### src/rtl/board_draw.sv
// board_draw: per-pixel drawing stage for one 10x10 battleship board.
// Three register stages turn VGA coordinates into board-cell indices and a
// tile ROM line address, consume the ROM line one clock later, and emit the
// board colour with the timing signals delayed by the same three clocks.
module board_draw #(
    parameter int unsigned X_POS    = 64,
    parameter int unsigned Y_POS    = 96,
    parameter int unsigned GRID     = 10,
    parameter logic [11:0] WATER    = 12'h05A,
    parameter logic [11:0] SHIP_C   = 12'h888,
    parameter logic [11:0] HIT_C    = 12'hF00,
    parameter logic [11:0] MISS_C   = 12'hFFF,
    parameter logic [11:0] CURSOR_C = 12'hFF0
) (
    input  logic        clk,
    input  logic        rst,
    input  logic [10:0] hcount_in,
    input  logic [10:0] vcount_in,
    input  logic        hsync_in,
    input  logic        vsync_in,
    input  logic        hblnk_in,
    input  logic        vblnk_in,
    input  logic [11:0] rgb_in,
    output logic [3:0]  cell_col,
    output logic [3:0]  cell_row,
    input  logic [1:0]  cell_state,
    output logic [6:0]  rom_addr,
    input  logic [31:0] rom_line,
    input  logic        cursor_en,
    input  logic [3:0]  cursor_col,
    input  logic [3:0]  cursor_row,
    output logic [10:0] hcount_out,
    output logic [10:0] vcount_out,
    output logic        hsync_out,
    output logic        vsync_out,
    output logic        hblnk_out,
    output logic        vblnk_out,
    output logic [11:0] rgb_out
);

    // Board window limits; the upper bound is exclusive.
    localparam logic [10:0] X_LO  = 11'(X_POS);
    localparam logic [10:0] X_HI  = 11'(X_POS + 32 * GRID);
    localparam logic [10:0] Y_LO  = 11'(Y_POS);
    localparam logic [10:0] Y_HI  = 11'(Y_POS + 32 * GRID);
    // Only the low nine bits of the board-relative offset are ever used
    // (col = bits 8:5, px = bits 4:0), so the subtraction is kept 9 bits wide.
    localparam logic [8:0]  X_OFF = 9'(X_POS);
    localparam logic [8:0]  Y_OFF = 9'(Y_POS);

    typedef struct packed {
        logic [10:0] hcount;
        logic [10:0] vcount;
        logic        hsync;
        logic        vsync;
        logic        hblnk;
        logic        vblnk;
    } timing_t;

    // ---------------- S1 state ----------------
    timing_t     tim_s1_d, tim_s1_q;
    logic [11:0] rgb_s1_d, rgb_s1_q;
    logic        in_board_s1_d, in_board_s1_q;
    logic [3:0]  col_s1_d, col_s1_q;
    logic [3:0]  row_s1_d, row_s1_q;
    logic [4:0]  px_s1_d, px_s1_q;
    logic [4:0]  py_s1_d, py_s1_q;
    logic [8:0]  dx, dy;

    // ---------------- S2 state ----------------
    timing_t     tim_s2_d, tim_s2_q;
    logic [11:0] rgb_s2_d, rgb_s2_q;
    logic        in_board_s2_d, in_board_s2_q;
    logic [4:0]  px_s2_d, px_s2_q;
    logic [4:0]  py_s2_d, py_s2_q;
    logic [1:0]  state_s2_d, state_s2_q;
    logic        cursor_hit_s2_d, cursor_hit_s2_q;

    // ---------------- S3 state ----------------
    timing_t     tim_s3_d, tim_s3_q;
    logic [11:0] rgb_s3_d, rgb_s3_q;
    logic        frame_px;
    logic        line_bit;

    // S1 next state: window test by comparison (never from dx/dy, so counts
    // left of or above the board cannot wrap into it) and cell/pixel split.
    always_comb begin
        tim_s1_d.hcount = hcount_in;
        tim_s1_d.vcount = vcount_in;
        tim_s1_d.hsync  = hsync_in;
        tim_s1_d.vsync  = vsync_in;
        tim_s1_d.hblnk  = hblnk_in;
        tim_s1_d.vblnk  = vblnk_in;
        rgb_s1_d        = rgb_in;
        in_board_s1_d   = (hcount_in >= X_LO) && (hcount_in < X_HI) &&
                          (vcount_in >= Y_LO) && (vcount_in < Y_HI);
        dx              = hcount_in[8:0] - X_OFF;
        dy              = vcount_in[8:0] - Y_OFF;
        col_s1_d        = '0;
        row_s1_d        = '0;
        px_s1_d         = '0;
        py_s1_d         = '0;
        if (in_board_s1_d) begin
            col_s1_d = dx[8:5];
            row_s1_d = dy[8:5];
            px_s1_d  = dx[4:0];
            py_s1_d  = dy[4:0];
        end
    end

    // Cell index to board-state memory and ROM line address from S1.
    // Each ROM row covers two screen lines, hence py[4:1].
    always_comb begin
        cell_col = col_s1_q;
        cell_row = row_s1_q;
        rom_addr = '0;
        if (in_board_s1_q) begin
            rom_addr = {cell_state, 1'b0, py_s1_q[4:1]};
        end
    end

    // S2 next state: carry S1 forward, capture cell state and cursor match.
    always_comb begin
        tim_s2_d        = tim_s1_q;
        rgb_s2_d        = rgb_s1_q;
        in_board_s2_d   = in_board_s1_q;
        px_s2_d         = px_s1_q;
        py_s2_d         = py_s1_q;
        state_s2_d      = cell_state;
        cursor_hit_s2_d = cursor_en && (col_s1_q == cursor_col) &&
                          (row_s1_q == cursor_row);
    end

    // S3 next state: colour priority blanking > outside > cursor > tile.
    always_comb begin
        tim_s3_d = tim_s2_q;
        frame_px = (px_s2_q == 5'd0) || (px_s2_q == 5'd31) ||
                   (py_s2_q == 5'd0) || (py_s2_q == 5'd31);
        // Leftmost pixel is the MSB: 31 - px equals ~px for a 5-bit px.
        line_bit = rom_line[~px_s2_q];
        rgb_s3_d = WATER;
        if (tim_s2_q.hblnk || tim_s2_q.vblnk) begin
            rgb_s3_d = '0;
        end else if (!in_board_s2_q) begin
            rgb_s3_d = rgb_s2_q;
        end else if (cursor_hit_s2_q && frame_px) begin
            rgb_s3_d = CURSOR_C;
        end else if (line_bit) begin
            unique case (state_s2_q)
                2'b01:   rgb_s3_d = SHIP_C;
                2'b10:   rgb_s3_d = HIT_C;
                2'b11:   rgb_s3_d = MISS_C;
                default: rgb_s3_d = WATER;
            endcase
        end
    end

    // All pipeline registers; asynchronous clear to zero.
    always_ff @(posedge clk or posedge rst) begin
        if (rst) begin
            tim_s1_q        <= '0;
            rgb_s1_q        <= '0;
            in_board_s1_q   <= 1'b0;
            col_s1_q        <= '0;
            row_s1_q        <= '0;
            px_s1_q         <= '0;
            py_s1_q         <= '0;
            tim_s2_q        <= '0;
            rgb_s2_q        <= '0;
            in_board_s2_q   <= 1'b0;
            px_s2_q         <= '0;
            py_s2_q         <= '0;
            state_s2_q      <= '0;
            cursor_hit_s2_q <= 1'b0;
            tim_s3_q        <= '0;
            rgb_s3_q        <= '0;
        end else begin
            tim_s1_q        <= tim_s1_d;
            rgb_s1_q        <= rgb_s1_d;
            in_board_s1_q   <= in_board_s1_d;
            col_s1_q        <= col_s1_d;
            row_s1_q        <= row_s1_d;
            px_s1_q         <= px_s1_d;
            py_s1_q         <= py_s1_d;
            tim_s2_q        <= tim_s2_d;
            rgb_s2_q        <= rgb_s2_d;
            in_board_s2_q   <= in_board_s2_d;
            px_s2_q         <= px_s2_d;
            py_s2_q         <= py_s2_d;
            state_s2_q      <= state_s2_d;
            cursor_hit_s2_q <= cursor_hit_s2_d;
            tim_s3_q        <= tim_s3_d;
            rgb_s3_q        <= rgb_s3_d;
        end
    end

    // Output drive from the S3 registers.
    always_comb begin
        hcount_out = tim_s3_q.hcount;
        vcount_out = tim_s3_q.vcount;
        hsync_out  = tim_s3_q.hsync;
        vsync_out  = tim_s3_q.vsync;
        hblnk_out  = tim_s3_q.hblnk;
        vblnk_out  = tim_s3_q.vblnk;
        rgb_out    = rgb_s3_q;
    end

endmodule

### config.mk
export PLATFORM = sky130hd
export DESIGN_NAME = board_draw
export DESIGN_NICKNAME = d
export VERILOG_FILES = /design/src/rtl/board_draw.sv
export SDC_FILE = /design/constraint.sdc
export NUM_CORES = 1
export LEC_CHECK = 0
export BUFFER_PORTS_ARGS = -buffer_cell sky130_fd_sc_hd__buf_4
export CAP_MARGIN = 20
export CORE_MARGIN = 2
export CORE_UTILIZATION = 29
export DETAILED_ROUTE_END_ITERATION = 8
export SLEW_MARGIN = 20
export SYNTH_ARGS = -nofsm -noshare
export SYNTH_HDL_FRONTEND = slang
export SYNTH_SLANG_ARGS = --single-unit
### constraint.sdc
create_clock -name clk -period 9.65 [get_ports clk]
set_input_delay 1.4475 -clock clk [delete_from_list [all_inputs] [get_ports clk]]
set_output_delay 1.4475 -clock clk [all_outputs]
set_load 0.05 [all_outputs]
==> results of run 1 <==
[cell usage after synthesis, types with 3 or more instances]
cell type / instances
a211oi_1: 3
a21oi_1: 4
and2_1: 18
clkbuf_1: 3
dfrtp_1: 147
ha_1: 9
inv_1: 8
mux2i_1: 9
mux4_2: 3
nand2_1: 6
nand2b_1: 5
nand3_1: 4
nand4_1: 4
nor2_1: 3
nor2b_1: 3
nor4_1: 8
o21a_1: 3
o21ai_0: 6
o22ai_1: 3
or4_1: 4
xnor2_1: 7
xor2_1: 4
[state kept, by name, indices dropped and copies added (netlist names), 2 cells and up]
register    flops
hcount_out     11
cell_row        4
cell_col        4
state_s2_q      2
px_s1_q         5
vcount_out     11
py_s2_q         5
rgb_s1_q       12
py_s1_q         5
tim_s2_q       26
rgb_out        12
tim_s1_q       26
rgb_s2_q       12
px_s2_q         5
[metrics by stage]
step	setup slack, ns	cells	total power, mW	hold slack [ns]
finish	6.31	679	1.41	0.342
CTS	6.32	679	1.43	0.347
floorplan	4.25	300	0.718	0.331
global placement	6.27	647	0.771	0.332
detailed placement	6.14	647	0.774	0.335
global route	6.30	679	1.47	0.348
[power by group]
part,leakage (nW),internal [mW],switching [mW]
clock,0.299,0.389,0.258
combinational,1.05,0.0428,0.0664
sequential,1.80,0.642,0.00895
total,3.15,1.07,0.334
[routing by layer]
layer,vias to the layer above,GRT usage [%],routed length (microns)
li1,1339,-,-
met1,1411,15.4,4260
met2,118,19.1,4850
met3,16,4.64,721
met4,0,5.32,181
met5,-,0,0
[final cells by class]
cell class	instances	share of cell area, %
clock buffers	21	7.19
clock inverters	11	1.72
inverters	9	0.581
multi-input cells	136	16.1
flip-flops and latches	147	55.1
well taps	220	4.12
repair buffers	135	15.2
[worst max-delay path: cells and delay by family]
kind                   cells  cell delay (ns)
and+or+nand+nor            1             0.14
buffers and inverters      2             0.29
[cell families (layout without fill, tap and decap cells)]
group / after synthesis / in the layout / synth area share, %
compound gates: 31 / 31 / 5.01
buf+inv: 17 / 176 / 1.81
mux: 14 / 14 / 3.72
other cells: 1 / 1 / 0.0775
simple gates: 70 / 70 / 9.07
fa+ha+maj: 9 / 9 / 2.33
xor+xnor: 11 / 11 / 1.99
flops: 147 / 147 / 76.0
[final timing paths]
check / endpoint / depth (start not counted) / from
worst max-delay path: rom_addr[6] / 3 / cell_state[1]
worst min-delay path: rgb_s2_q[7] / 0 / rgb_s1_q[7]
worst max register to register: rgb_out[1] / 5 / px_s2_q[2]
worst min register to register: rgb_s2_q[7] / 0 / rgb_s1_q[7]
max in group asynchronous: vcount_out[0] / 3 / rst
min in group asynchronous: tim_s2_q[17] / 2 / rst
==> flow_summary.yaml, run 1 <==
run_status:
  status: "finished clean"
floorplanning:
  die-area_sq_um: 17700
  die_x_microns: 133
  initial_core_util_pct: 29.4
  io_pins: 136
  rows: 47
  core_region_area_sq_um: 16500
  die_h_microns: 133
sta:
  fmax_ghz: 0.300
  hold_viol: 0
  fin_setup_tns_ns: 0
  fin_crit_sh_pct: 34.6
  finalCriticalPeriod_ns: 3.34
  slew_violations: 0
  skew_ns: 0.00775
  setup_viol: 0
  slew_headroom_pct: 46.1
  rsz0062_at_grt: "false"
  worst_pin_slew_ns: 0.805
global_routing:
  grt-ovfl-total: 0
  grt_pass1_wl_microns: 16600
  grt.total_usage_pct: 12.3
  antenna_found_initial: 0
  grt_pass1_vias: 3125
  grt_max_degree: 88
cts:
  postCtsSetupBuffers: 0
  cts_root_buf: "clkbuf_16"
  holdBufCountCts: 0
  tritoncts.num_buffers: 17
  cts_buffer_depth: 2
  clock_sinks: 147
  clk_latency_ns: 0.41
  clkTransAtPathRegs_ns: 0.06
  cts_tree: "yes"
  post_cts_resized: 0
  cts_max_level: 4
routing:
  vias: 2884
  wirelength_microns: 10000
  ant_nets: 0
  drt_iter0_markers: 131
  vias_per_cell: 4.25
  drtPass1Iterations: 4
  wl_per_cell_microns: 14.7
  drc: 0
placed_design:
  placed_area_sq_um: 6080
  portBuffers: 134
  post-dp-hpwl_microns: 7200
  gp_congestion: 0.755
cells_and_area:
  final_cell_mix: "dfrtp_1 (147), buf_4 (134), and2_1 (18), clkbuf_16 (17)"
  layout_commonest_cell: "dfrtp_1"
  final_nets: 538
  num-fill-cells: 1571
  diodes: 0
  multiInputGateArea_sq_um: 1070
  layout-drive-gt1-share_pct: 39.2
  final_core_util_pct: 40.6
  seq_area_sq_um: 3680
  area_growth_syn_to_layout_pct: 38.0
  fin_area_sq_um: 6680
power:
  ir_worst_vdd_v: 0.000114
  p_leak_nw: 3.15
  power_density_nw_per_um2: 211
synth:
  syn_area_sq_um: 4840
  synth-edff-count: 0
  synth_top_cell_by_area: "dfrtp_1"
  synth.avg_cell_area_sq_um: 16.1
  yosys_warnings: 0
  ys_types: 47
  ys_ff_latch: 147
  ys_seq_area_share_pct: 76.0
  synthesis.nets: 392
  yosysTopAreaCellShare_pct: 76.0
  ys_async_sr_fraction_pct: 100
  synthCells: 300
  ys.flop_type: "dfrtp_1"
  synth_area_leaders: "dfrtp_1 (76%), and2_1 (2.3%), ha_1 (2.3%)"
worst_setup_path:
  cp_cell_sequence: "buf_4 > and2_1 > buf_4"
  crit_path_top_delay_cell: "buf_4"
  cpPeakStageDelay_ns: 0.18
  cp.arrival_ns: 1.89
  crit_path_end_kind: "output pin"
  reg2reg_slack_ns: 7.54
  cp-start-kind: "primary input"
  path_common_cell: "buf_4"
  critical_path_class: "in -> out"
  crit_required_ns: 8.20
  critPathMaxFanout: 2
worst_hold_path:
  min_path_type: "reg -> reg"
flow_run:
  maxCapViolations: 0
No activity file was read; power rests on OpenSTA's default activity.
==> inputs of run 2 (changes only) <==
- clock period: 9.65 -> 3.1 ns (I/O delays scaled with it)
==> run 2 against run 1 <==
Critical path depth increased by 2. Global-route usage decreased by 0.17 points. Via count is 0.45% lower. Critical endpoint is now rgb_out[3]. Largest cell class unchanged. Largest power group is now clock.
==> flow_summary.yaml, run 2 (synthesis results as in run 1) <==
floorplanning:
  initial_core_util_pct: 29.4
  core_region_area_sq_um: 16500
  die-area_sq_um: 17700
  die_x_microns: 133
  die_h_microns: 133
  rows: 47
  io_pins: 136
worst_setup_path:
  cp-start-kind: "flop"
  cp.arrival_ns: 2.43
  cpPeakStageDelay_ns: 0.70
  cp_cell_sequence: "mux2_2 > a221oi_2 > nand4_1 > nand3_2 > o221a_1"
  critPathMaxFanout: 14
  crit_path_top_delay_cell: "dfrtp_1"
  crit_required_ns: 3.45
  crit_path_end_kind: "flop"
  critical_path_class: "reg -> reg"
placed_design:
  gp_congestion: 0.767
  post-dp-hpwl_microns: 7310
  place_inst: 648
  portBuffers: 134
routing:
  drt_iter0_markers: 130
  ant_nets: 0
  vias: 2871
  wl_per_cell_microns: 14.7
  vias_per_cell: 4.22
  wirelength_microns: 9990
  drc: 0
  drtPass1Iterations: 4
sta:
  skew_ns: 0.00676
  setup_viol: 0
  rsz0062_at_grt: "false"
  fmax_ghz: 0.481
  worst_pin_slew_ns: 0.810
  holdWs_ns: 0.151
  slew_headroom_pct: 45.8
  finalCriticalPeriod_ns: 2.08
  fin_crit_sh_pct: 67.1
  slew_violations: 0
  hold_viol: 0
  fin_setup_tns_ns: 0
cells_and_area:
  diodes: 0
  final_nets: 539
  area_growth_syn_to_layout_pct: 39.0
  layout.cells.non_filler: 680
  layout_commonest_cell: "dfrtp_1"
  num-fill-cells: 1563
  layout-drive-gt1-share_pct: 38.9
  largestRegisters: "tim_s1_q: 26 flops, tim_s2_q: 26 flops"
  final_cell_mix: "dfrtp_1 (147), buf_4 (134), and2_1 (18), clkbuf_16 (17)"
power:
  seqPwrFrac_pct: 45.4
  ir_worst_vdd_v: 0.000331
  power_density_nw_per_um2: 664
  sw_frac_of_total_pct: 23.0
  clkPwrFrac_pct: 46.9
  p_leak_nw: 3.15
  p_switching_mw: 1.03
  comb_power_share_pct: 7.7
  p_int_mw: 3.44
cts:
  cts_root_buf: "clkbuf_16"
  postCtsSetupBuffers: 0
  clkTransAtPathRegs_ns: 0.06
  cts_max_level: 4
  post_cts_resized: 0
  holdBufCountCts: 0
  cts_tree: "yes"
  cts_buffer_depth: 2
  clk_latency_ns: 0.42
  clock_sinks: 147
  tritoncts.num_buffers: 17
worst_hold_path:
  min_path_type: "in -> async"
global_routing:
  grt-ovfl-total: 0
  grt.total_usage_pct: 12.1
  grt_max_degree: 68
  grt_pass1_vias: 3063
  grt_pass1_wl_microns: 16300
  antenna_found_initial: 0
flow_run:
  maxCapViolations: 0
run_status:
  status: "finished clean"
## run 2: changes by cell type in the layout (fill, tap and decap cells not counted), sizes merged
cell / change
buf: +1
bufinv: +2
clkbuf: -1
clkinv: -2
clkinvlp: +3
inv: -2
## run 2: power groups by stage
stage | combinational (mW) | sequential, mW | clock (mW)
2_1_floorplan | 0.0934 | 2.14 | 0
3_3_place_gp | 0.347 | 2.06 | 0
3_5_place_dp | 0.351 | 2.06 | 0
4_1_cts | 0.353 | 2.03 | 2.15
5_1_grt | 0.374 | 2.03 | 2.25
6_report | 0.345 | 2.03 | 2.10
## run 2: worst paths after layout
check                             start           end  slack, ns  cells past startpoint
hold / removal                      rst   tim_s2_q[2]       0.15                      2
setup / recovery             px_s2_q[2]    rgb_out[3]       1.02                      5
min in group clk              rgb_in[0]   rgb_s1_q[0]       0.15                      1
hold reg to reg            tim_s1_q[21]  tim_s2_q[21]       0.35                      0
setup reg to reg             px_s2_q[2]    rgb_out[3]       1.02                      5
max in group asynchronous           rst  tim_s2_q[23]       2.19                      3
## run 2: through the flow
| step | utilization (%) | setup WS, ns | cell area, sq um | power [mW] |
|---|---|---|---|---|
| detailed placement | 37.1 | 0.612 | 6110 | 2.41 |
| global placement | 37.1 | 0.694 | 6110 | 2.41 |
| floorplan | - | 0.788 | 4840 | 2.24 |
| CTS | 40.9 | 0.961 | 6730 | 4.54 |
| global route | 40.9 | 0.845 | 6730 | 4.66 |
| finish | 40.9 | 1.02 | 6730 | 4.47 |
## run 2: cell type report
cell class | count | area [sq um] | share of cell area (%)
clock inverter | 12 | 169 | 2.51
sequential | 147 | 3680 | 54.7
multi-input combinational | 136 | 1070 | 16.0
clock buffer | 20 | 447 | 6.64
inverter | 9 | 37.5 | 0.558
tap | 220 | 275 | 4.09
timing repair buffer | 136 | 1050 | 15.5
## run 2: layer usage
layer | global-route usage, % | share of wire (%) | up-vias
met4 | 5.32 | 1.8 | 0
met2 | 18.8 | 49 | 102
li1 | - | - | 1330
met5 | 0 | 0 | -
met3 | 4.98 | 7.7 | 12
met1 | 14.9 | 42 | 1427
## run 2: critical path, delay by kind of cell, from the launching register on
family | cells | cell delay, ns
AND/OR/NAND/NOR | 2 | 0.45
flip-flops | 1 | 0.70
multiplexers | 1 | 0.41
AO/OA/AOI/OAI | 2 | 0.46
==> inputs of run 3 (changes only) <==
- clock period: 3.1 -> 1.95 ns (I/O delays scaled with it)
==> run 3 against run 2 <==
Die area did not move. Largest cell class unchanged. First-iteration DRC count shrank 35%. Total power grew 56%. Count of clock-buffer cells in the layout shrank 2. Non-clock buffer count is 44 higher. Highest routed layer unchanged.
==> flow_summary.yaml, run 3 (synthesis results as in run 1) <==
power:
  p_switching_mw: 1.69
  comb_power_share_pct: 9.0
  sw_frac_of_total_pct: 24.2
  power_density_nw_per_um2: 970
  p_int_mw: 5.28
  ir_worst_vdd_v: 0.000566
  p_leak_nw: 3.34
  seqPwrFrac_pct: 46.2
  clkPwrFrac_pct: 44.7
  fin_total_pwr_mw: 6.96
worst_setup_path:
  critPathMaxFanout: 7
  path_common_cell: "buf_4"
  startpoint: "hcount_in[9]"
  cpPeakStageDelay_ns: 0.53
  cp-start-kind: "primary input"
  crit_path_top_delay_cell: "dlygate4sd3_1"
  crit_required_ns: 2.30
  reg2reg_slack_ns: 0.08
  critical_path_class: "in -> reg"
  cp_cell_sequence: "dlygate4sd3_1 > buf_4 > or4_4 > a21oi_2 > o21ai_2 > nor3_2 > buf_4 > and2_1"
  r2r-end: "rgb_out[1]"
  cp.arrival_ns: 2.23
  crit_path_end_kind: "flop"
  r2r_start: "px_s2_q[1]"
  r2r_cells: 5
sta:
  slew_violations: 0
  hold_viol: 0
  skew_ns: 0.0116
  worst_pin_slew_ns: 0.515
  slew_headroom_pct: 65.2
  fmax_ghz: 0.531
  fin_crit_sh_pct: 96.6
  finalCriticalPeriod_ns: 1.88
  setup_viol: 0
cells_and_area:
  diodes: 0
  layout_commonest_cell: "dfrtp_1"
  layout-drive-gt1-share_pct: 40.3
  final_nets: 583
  final_cell_mix: "dfrtp_1 (145), buf_4 (143), dlygate4sd3_1 (35), clkbuf_16 (17), and2_1 (15)"
  final_core_util_pct: 43.6
  largestRegisters: "tim_s1_q: 26 flops, tim_s2_q: 26 flops"
  area_growth_syn_to_layout_pct: 48.3
  fin_area_sq_um: 7180
floorplanning:
  die-area_sq_um: 17700
  rows: 47
  die_h_microns: 133
  initial_core_util_pct: 29.4
  io_pins: 136
  die_x_microns: 133
  core_region_area_sq_um: 16500
cts:
  cts_tree: "yes"
  clock_sinks: 147
  cts_buffer_depth: 2
  clk_latency_ns: 0.42
  tritoncts.num_buffers: 17
  cts_max_level: 4
  clkTransAtPathRegs_ns: 0.06
  cts_root_buf: "clkbuf_16"
worst_hold_path:
  worstHoldStart: "hcount_in[6]"
  min_path_type: "in -> reg"
  holdPathEnd: "tim_s1_q[21]"
  hold_depth: 1
routing:
  drtPass1Iterations: 4
  wl_per_cell_microns: 14.6
  ant_nets: 0
  vias: 3034
  vias_per_cell: 4.19
  drt_iter0_markers: 84
  drc: 0
  wirelength_microns: 10600
global_routing:
  grt.total_usage_pct: 12.6
  grt_pass1_vias: 3364
  grt_max_degree: 67
  grt_pass1_wl_microns: 17200
  grt-ovfl-total: 0
  antenna_found_initial: 0
placed_design:
  placed_area_sq_um: 6190
  portBuffers: 134
  post-dp-hpwl_microns: 7410
  gp_congestion: 0.794
run_status:
  status: "finished clean"
flow_run:
  maxCapViolations: 0
==> run 3: how the worst max path moves through the flow <==
stage	cells after the start	slack, ns	end
2_1_floorplan	1	-0.19	cell_col[0]
3_3_place_gp	5	0.06	rgb_out[3]
3_5_place_dp	5	-0.05	rgb_out[1]
4_1_cts	5	0.01	rgb_out[1]
5_1_grt	8	-0.02	px_s1_q[1]
6_report	8	0.07	py_s1_q[3]
==> run 3: worst max-delay path: cells and delay by family <==
family / cells / cell delay, ns
AND/OR/NAND/NOR: 3 / 0.87
AO/OA/AOI/OAI: 2 / 0.24
buffers and inverters: 3 / 0.83
==> run 3: timing repair <==
| item | in CTS | in global routing |
|---|---|---|
| hold buffers | 35 | 0 |
| resized for setup | 2 | 14 |
| endpoints found under the hold margin | 47 | 0 |
| endpoints found under the setup margin | 5 | 20 |
| pin swaps | 0 | 5 |
| buffers inserted | 0 | 0 |
==> run 3: layer usage <==
layer	track usage (%)	part of all wire (%)	vias up
met1	15.5	43	1498
met5	0	0	-
met2	20.4	49	108
met3	4.64	6.5	9
met4	4.43	1.3	0
li1	-	-	1419
==> run 3: stage by stage <==
stage               cells  setup WS [ns]  hold WS, ns  setup TNS, ns
floorplan             300         -0.190        0.324         -27.86
global placement      659         0.0590        0.303              0
detailed placement    659        -0.0536        0.306         -0.115
CTS                   726         0.0135      0.00389              0
global route          724        -0.0170       0.0203        -0.0670
finish                724         0.0664       0.0348              0
==> run 3: layout make-up <==
| cell class | count | area (sq um) |
|---|---|---|
| repair buffers | 180 | 1460 |
| inverters | 9 | 37.5 |
| clock inverters | 14 | 143 |
| clock buffers | 18 | 439 |
| multi-input cells | 136 | 1140 |
| flip-flops and latches | 147 | 3680 |
| fillers | 1494 | 9290 |
| well taps | 220 | 275 |
==> run 3: power groups by stage <==
stage          Sequential [mW]  Combinational [mW]  Clock [mW]
6_report                  3.22               0.627        3.12
5_1_grt                   3.23               0.677        3.35
4_1_cts                   3.22               0.629        3.21
3_5_place_dp              3.28               0.570           0
3_3_place_gp              3.27               0.564           0
2_1_floorplan             3.41               0.149           0
